[src/rtl/sreg_pkg.sv]
// Shared types and lane-latency helper for the multi-lane skew/deskew delay line.
package sreg_pkg;

  typedef enum logic {SKEW, DESKEW} mode_e;

  typedef enum logic [1:0] {IDLE, RUN, DRAIN} state_e;

  // Lane k latency in shift cycles; SKEW grows with k, DESKEW shrinks with k.
  function automatic int unsigned lane_delay(mode_e mode, int unsigned base,
                                             int unsigned n_ch, int unsigned k);
    return (mode == SKEW) ? base + k : base + n_ch - 1 - k;
  endfunction

endpackage

[src/rtl/sreg_lane.sv]
// One valid-tracked delay chain of DEPTH stages; invalid stages always carry zero data.
module sreg_lane #(
  parameter int unsigned D_W   = 32,
  parameter int unsigned DEPTH = 1
) (
  input  logic           clk,
  input  logic           rst,
  input  logic           shift_en,
  input  logic           clear,
  input  logic           in_valid,
  input  logic [D_W-1:0] data_in,
  output logic [D_W-1:0] data_out,
  output logic           out_valid,
  output logic           busy
);

  logic [DEPTH-1:0]          vld_q, vld_d;
  logic [DEPTH-1:0][D_W-1:0] dat_q, dat_d;
  logic [D_W-1:0]            head;

  assign head = in_valid ? data_in : '0;

  if (DEPTH == 1) begin : g_one
    assign vld_d = in_valid;
    assign dat_d = head;
  end else begin : g_chain
    assign vld_d = {vld_q[DEPTH-2:0], in_valid};
    assign dat_d = {dat_q[DEPTH-2:0], head};
  end

  always_ff @(posedge clk or negedge rst) begin
    if (!rst) begin
      vld_q <= '0;
      dat_q <= '0;
    end else if (clear) begin
      vld_q <= '0;
      dat_q <= '0;
    end else if (shift_en) begin
      vld_q <= vld_d;
      dat_q <= dat_d;
    end
  end

  assign data_out  = dat_q[DEPTH-1];
  assign out_valid = vld_q[DEPTH-1];
  assign busy      = |vld_q;

endmodule

[src/rtl/sreg_skew.sv]
// Multi-lane delay line with per-lane fixed latency and burst-drain tracking.
module sreg_skew
  import sreg_pkg::*;
#(
  parameter int unsigned D_W  = 32,
  parameter int unsigned N_CH = 4,
  parameter int unsigned BASE = 1,
  parameter mode_e       MODE = SKEW
) (
  input  logic                clk,
  input  logic                rst,
  input  logic                shift_en,
  input  logic                clear,
  input  logic                in_valid,
  input  logic                in_last,
  input  logic [N_CH*D_W-1:0] data_in,
  output logic [N_CH*D_W-1:0] data_out,
  output logic [N_CH-1:0]     out_valid,
  output logic                busy,
  output logic                done
);

  localparam int unsigned LMax = BASE + N_CH - 1;
  localparam int unsigned CntW = $clog2(LMax + 1);
  // Accept edge is the first of LMax shifts, so LMax-1 further shifts remain.
  localparam logic [CntW-1:0] CntLoad = CntW'(LMax - 1);

  logic [N_CH-1:0] lane_busy;

  for (genvar k = 0; k < N_CH; k++) begin : g_lane
    localparam int unsigned Depth = lane_delay(MODE, BASE, N_CH, $unsigned(k));
    sreg_lane #(
      .D_W   (D_W),
      .DEPTH (Depth)
    ) u_lane (
      .clk       (clk),
      .rst       (rst),
      .shift_en  (shift_en),
      .clear     (clear),
      .in_valid  (in_valid),
      .data_in   (data_in[k*D_W +: D_W]),
      .data_out  (data_out[k*D_W +: D_W]),
      .out_valid (out_valid[k]),
      .busy      (lane_busy[k])
    );
  end

  assign busy = |lane_busy;

  state_e          state_q, state_d;
  logic [CntW-1:0] cnt_q, cnt_d;
  logic            done_q, done_d;
  logic            accept;

  assign accept = shift_en & in_valid;

  always_comb begin
    state_d = state_q;
    cnt_d   = cnt_q;
    done_d  = 1'b0;
    if (clear) begin
      state_d = IDLE;
      cnt_d   = '0;
    end else if (accept && in_last) begin
      if (LMax == 1) begin
        // Single-stage longest lane: the last token is already on the output.
        state_d = IDLE;
        cnt_d   = '0;
        done_d  = 1'b1;
      end else begin
        state_d = DRAIN;
        cnt_d   = CntLoad;
      end
    end else if (accept) begin
      state_d = RUN;
      cnt_d   = '0;
    end else if (shift_en && state_q == DRAIN) begin
      if (cnt_q == CntW'(1)) begin
        state_d = IDLE;
        cnt_d   = '0;
        done_d  = 1'b1;
      end else begin
        cnt_d = cnt_q - CntW'(1);
      end
    end
  end

  always_ff @(posedge clk or negedge rst) begin
    if (!rst) begin
      state_q <= IDLE;
      cnt_q   <= '0;
      done_q  <= 1'b0;
    end else begin
      state_q <= state_d;
      cnt_q   <= cnt_d;
      done_q  <= done_d;
    end
  end

  assign done = done_q;

endmodule

[config.mk]
export PLATFORM = sky130hd
export DESIGN_NAME = sreg_skew
export DESIGN_NICKNAME = d
export VERILOG_FILES = /design/src/rtl/sreg_pkg.sv /design/src/rtl/sreg_lane.sv /design/src/rtl/sreg_skew.sv
export SDC_FILE = /design/constraint.sdc
export NUM_CORES = 1
export LEC_CHECK = 0
export BUFFER_PORTS_ARGS = -buffer_cell sky130_fd_sc_hd__buf_2
export CORE_MARGIN = 5
export CORE_UTILIZATION = 55
export DETAILED_ROUTE_END_ITERATION = 7
export GPL_TIMING_DRIVEN = 0
export HOLD_SLACK_MARGIN = 0.08
export PLACE_DENSITY_LB_ADDON = 0.12
export SLEW_MARGIN = 20
export SYNTH_ARGS = -nofsm -noshare
export SYNTH_HDL_FRONTEND = slang
export SYNTH_SLANG_ARGS = --single-unit
[constraint.sdc]
create_clock -name clk -period 1.9 [get_ports clk]
set_clock_uncertainty 0.05 [all_clocks]
set_input_delay 0.19 -clock clk [delete_from_list [all_inputs] [get_ports clk]]
set_output_delay 0.19 -clock clk [all_outputs]
set_load 0.03 [all_outputs]
==> metrics.csv <==
metric;value;unit
result of the run;completed;
area fraction in compound gates after synthesis;9.28;%
post-detailed-placement half-perimeter wirelength;20600;um
combinational share of power;9.2;%
height of the die;163;um
Reg area;8260;um2
maximum vdd ir drop;0.619;mV
sequential area share after synthesis;64.5;%
Area Overhead vs Synth;33.5;%
Port-buffer cells;267;
vias in the first global route;9660;
root buffer cell;sky130_fd_sc_hd__clkbuf_16;
sw frac;22.9;%
GR met2 Demand/Resource;40.4;%
clock period minus worst slack;1.87;ns
multi-input combinational cell area;3990;um2
clock share of power;43.3;%
crit path capture type;output port;
number of optimization iterations in the first detailed-route pass;6;
number of nets in the finished design;1532;
post-synthesis share of cell area spent on and, or, nand and nor gates;6.29;%
switching power;0.00352;W
adder-cell area share of the yosys netlist;0.195;%
unique cell type count in the Yosys netlist;24;
GR Layer Usage met1;33.8;%
Clock transition at path regs;0.06;ns
peak-usage layer in the global routing report;met2;
Die ar.;26400;um2
CP arrival;1.63;ns
number of rows created at floorplan;55;
Routed Antenna Nets;0;
Flop pwr share;47.6;%
first-pass GRT wire length;52400;um
Wirelength per Cell;18.7;um
initial antenna violation count;0;
final weighted congestion of routability-driven global placement;0.821;
number of warning messages in the yosys log;0;
Overall Power;0.0154;W
TritonCTS clock tree;done;
Remaining DRCs;0;
clock buffer count from CTS;35;
vias per cell;5.31;
setup slack of the worst register-to-register path;0.63;ns
n_diodes;0;
internal power;0.0118;W
final period utilization;98.2;%
routing usage on met3;5.49;%
combinational family with the most area after synthesis;multiplexers;
register bit total from synthesis;330;
Core ar.;22800;um2
Least-Margin Pin Slew;0.690;ns
Max-Cap Viols;0;
crit path kind;flip-flop to output port;
Hold/Removal Path Class;input pin to flip-flop;
CTS H-tree lvls;2;
synthesized area per cell;13.4;um2
share of layout cells above drive strength 1;27.3;%
total congestion overflow after global routing;0;
pin count of the biggest net entering global routing;100;
clock network latency to the later pin of the worst-skew pair;0.50;ns
global-route usage over all layers;24.8;%
# fillers;1502;
Boundary Pins;268;
Synthesized Nets;1092;
post-place setup slack;0.0828;ns
startpoint types;flip-flop;
cell count after synthesis;956;
maximum frequency from static timing analysis;536;MHz
P per Cell Area;898;nW/um2
number of sinks driven by the clock tree;330;
Final Worst Setup Slack;0.0342;ns
initial core utilization;56.2;%
top fanout value on the critical path;4;
vias;9217;
parity-gate share of the synthesized area counting xor and xnor cells;0;%
final setup fails;0;
Routed Wire Length;32400;um
initial DRC count;579;
final total negative setup slack;0;ns
synthesized area;12800;um2
leakage power;9.29;nW
die extent in x;163;um
max-slew violation count;0;
Final Hold Vio Count;0;
worst max-slew margin expressed relative to the limit;54.0;%
mux contribution to synthesized area;15.4;%
Data required, critical path;1.66;ns
CTS Buffer Depth;3;
## final timing paths
path / cells past startpoint / end / startpoint
min reg2reg: 1 / g_lane[0].u_lane.data_out[2] / g_lane[0].u_lane.data_out[2]
min: 5 / done / shift_en
max in group asynchronous: 4 / g_lane[3].u_lane.vld_q[2] / rst
max: 2 / busy / g_lane[2].u_lane.vld_q[1]
min in group asynchronous: 2 / g_lane[3].u_lane.data_out[20] / rst
max reg2reg: 4 / cnt_q[0] / state_q[0]
## through the flow
step | hold WS, ns | utilization [%] | instance area, um2 | instances
floorplan | -0.156 | - | 12800 | 956
CTS | 0.197 | 75.0 | 17100 | 1734
global route | 0.247 | 75.1 | 17100 | 1735
finish | 0.219 | 75.1 | 17100 | 1735
detailed placement | 0.210 | 64.2 | 14600 | 1539
global placement | 0.356 | 63.8 | 14500 | 1536
## logic make-up after synthesis
group                    Yosys count
multiplexers                     197
adder cells (fa/ha/maj)            2
AO/OA/AOI/OAI                    138
flip-flops                       330
buffers and inverters             80
AND/OR/NAND/NOR                  209
## worst max-delay path: stages, from the launching register on
cell and delay, ns:
sky130_fd_sc_hd__dfrtp_1 0.40, sky130_fd_sc_hd__or4_1 0.55, sky130_fd_sc_hd__buf_6 0.17
## cell usage after synthesis
cell type / number / area share (%)
sky130_fd_sc_hd__nand2_1: 3 / 0.088
sky130_fd_sc_hd__mux2_2: 2 / 0.18
sky130_fd_sc_hd__a21o_1: 2 / 0.12
sky130_fd_sc_hd__a22o_1: 128 / 8.8
sky130_fd_sc_hd__nand2b_1: 2 / 0.098
sky130_fd_sc_hd__buf_1: 2 / 0.059
sky130_fd_sc_hd__o32ai_1: 1 / 0.068
sky130_fd_sc_hd__dfrtp_1: 330 / 64
sky130_fd_sc_hd__buf_2: 30 / 1.2
sky130_fd_sc_hd__a2bb2oi_1: 1 / 0.068
sky130_fd_sc_hd__inv_1: 3 / 0.088
sky130_fd_sc_hd__or4_1: 1 / 0.059
sky130_fd_sc_hd__and3_1: 1 / 0.049
sky130_fd_sc_hd__nor2b_1: 2 / 0.098
sky130_fd_sc_hd__o21ai_0: 3 / 0.12
sky130_fd_sc_hd__mux2i_1: 195 / 15
sky130_fd_sc_hd__buf_6: 25 / 2.2
sky130_fd_sc_hd__and3b_1: 1 / 0.068
sky130_fd_sc_hd__clkbuf_1: 13 / 0.38
sky130_fd_sc_hd__a32o_1: 1 / 0.078
sky130_fd_sc_hd__buf_4: 7 / 0.41
sky130_fd_sc_hd__nor2_1: 199 / 5.8
sky130_fd_sc_hd__ha_1: 2 / 0.20
sky130_fd_sc_hd__a21oi_1: 2 / 0.078
## layer usage
| metal | up-vias | wire (um) |
|---|---|---|
| met5 | - | 0 |
| met4 | 0 | 865 |
| met3 | 63 | 2090 |
| met2 | 298 | 15800 |
| met1 | 4624 | 13700 |
| li1 | 4232 | - |
## cells in the final DEF, fill, tap and decap left out, drive strengths merged, types with 3 or more instances in the layout
cell and instances:
mux2i 195, nor2 199, a22o 128, dfrtp 330, dlygate4sd3 132, o21ai 3, clkbuf 72, clkinv 4
nand2 3, buf 335, inv 3
## timing repair
item | in CTS | in global routing
hold endpoints to repair | 221 | 0
setup buffers | 0 | 1
gates resized for setup | 0 | 5
endpoints found under the setup margin | 0 | 59
hold buffers | 132 | 0
## power by group through the flow
stage	clock, W	combinational, W	sequential [W]
detailed placement	0	0.00119	0.00742
finish	0.00664	0.00141	0.00730
global route	0.00708	0.00154	0.00732
global placement	0	0.00115	0.00742
floorplan	0	0.000570	0.00750
CTS	0.00678	0.00141	0.00730
## state kept, by name (all words and copies together) (netlist names)
signal,count
g_lane.u_lane.dat_d,192
g_lane.u_lane.data_out,128
g_lane.u_lane.vld_q,4
cnt_q,3
state_q,2
done,1
## cell type report
class | instances | share of cell area [%]
flip-flops and latches | 330 | 48.3
multi-input cells | 546 | 23.4
repair buffers | 403 | 16.2
clock buffers | 59 | 6.54
plain buffers | 77 | 3.17
well taps | 313 | 2.29
clock inverters | 4 | 0.117
inverters | 3 | 0.0659
No activity file was read; power rests on OpenSTA's default activity.
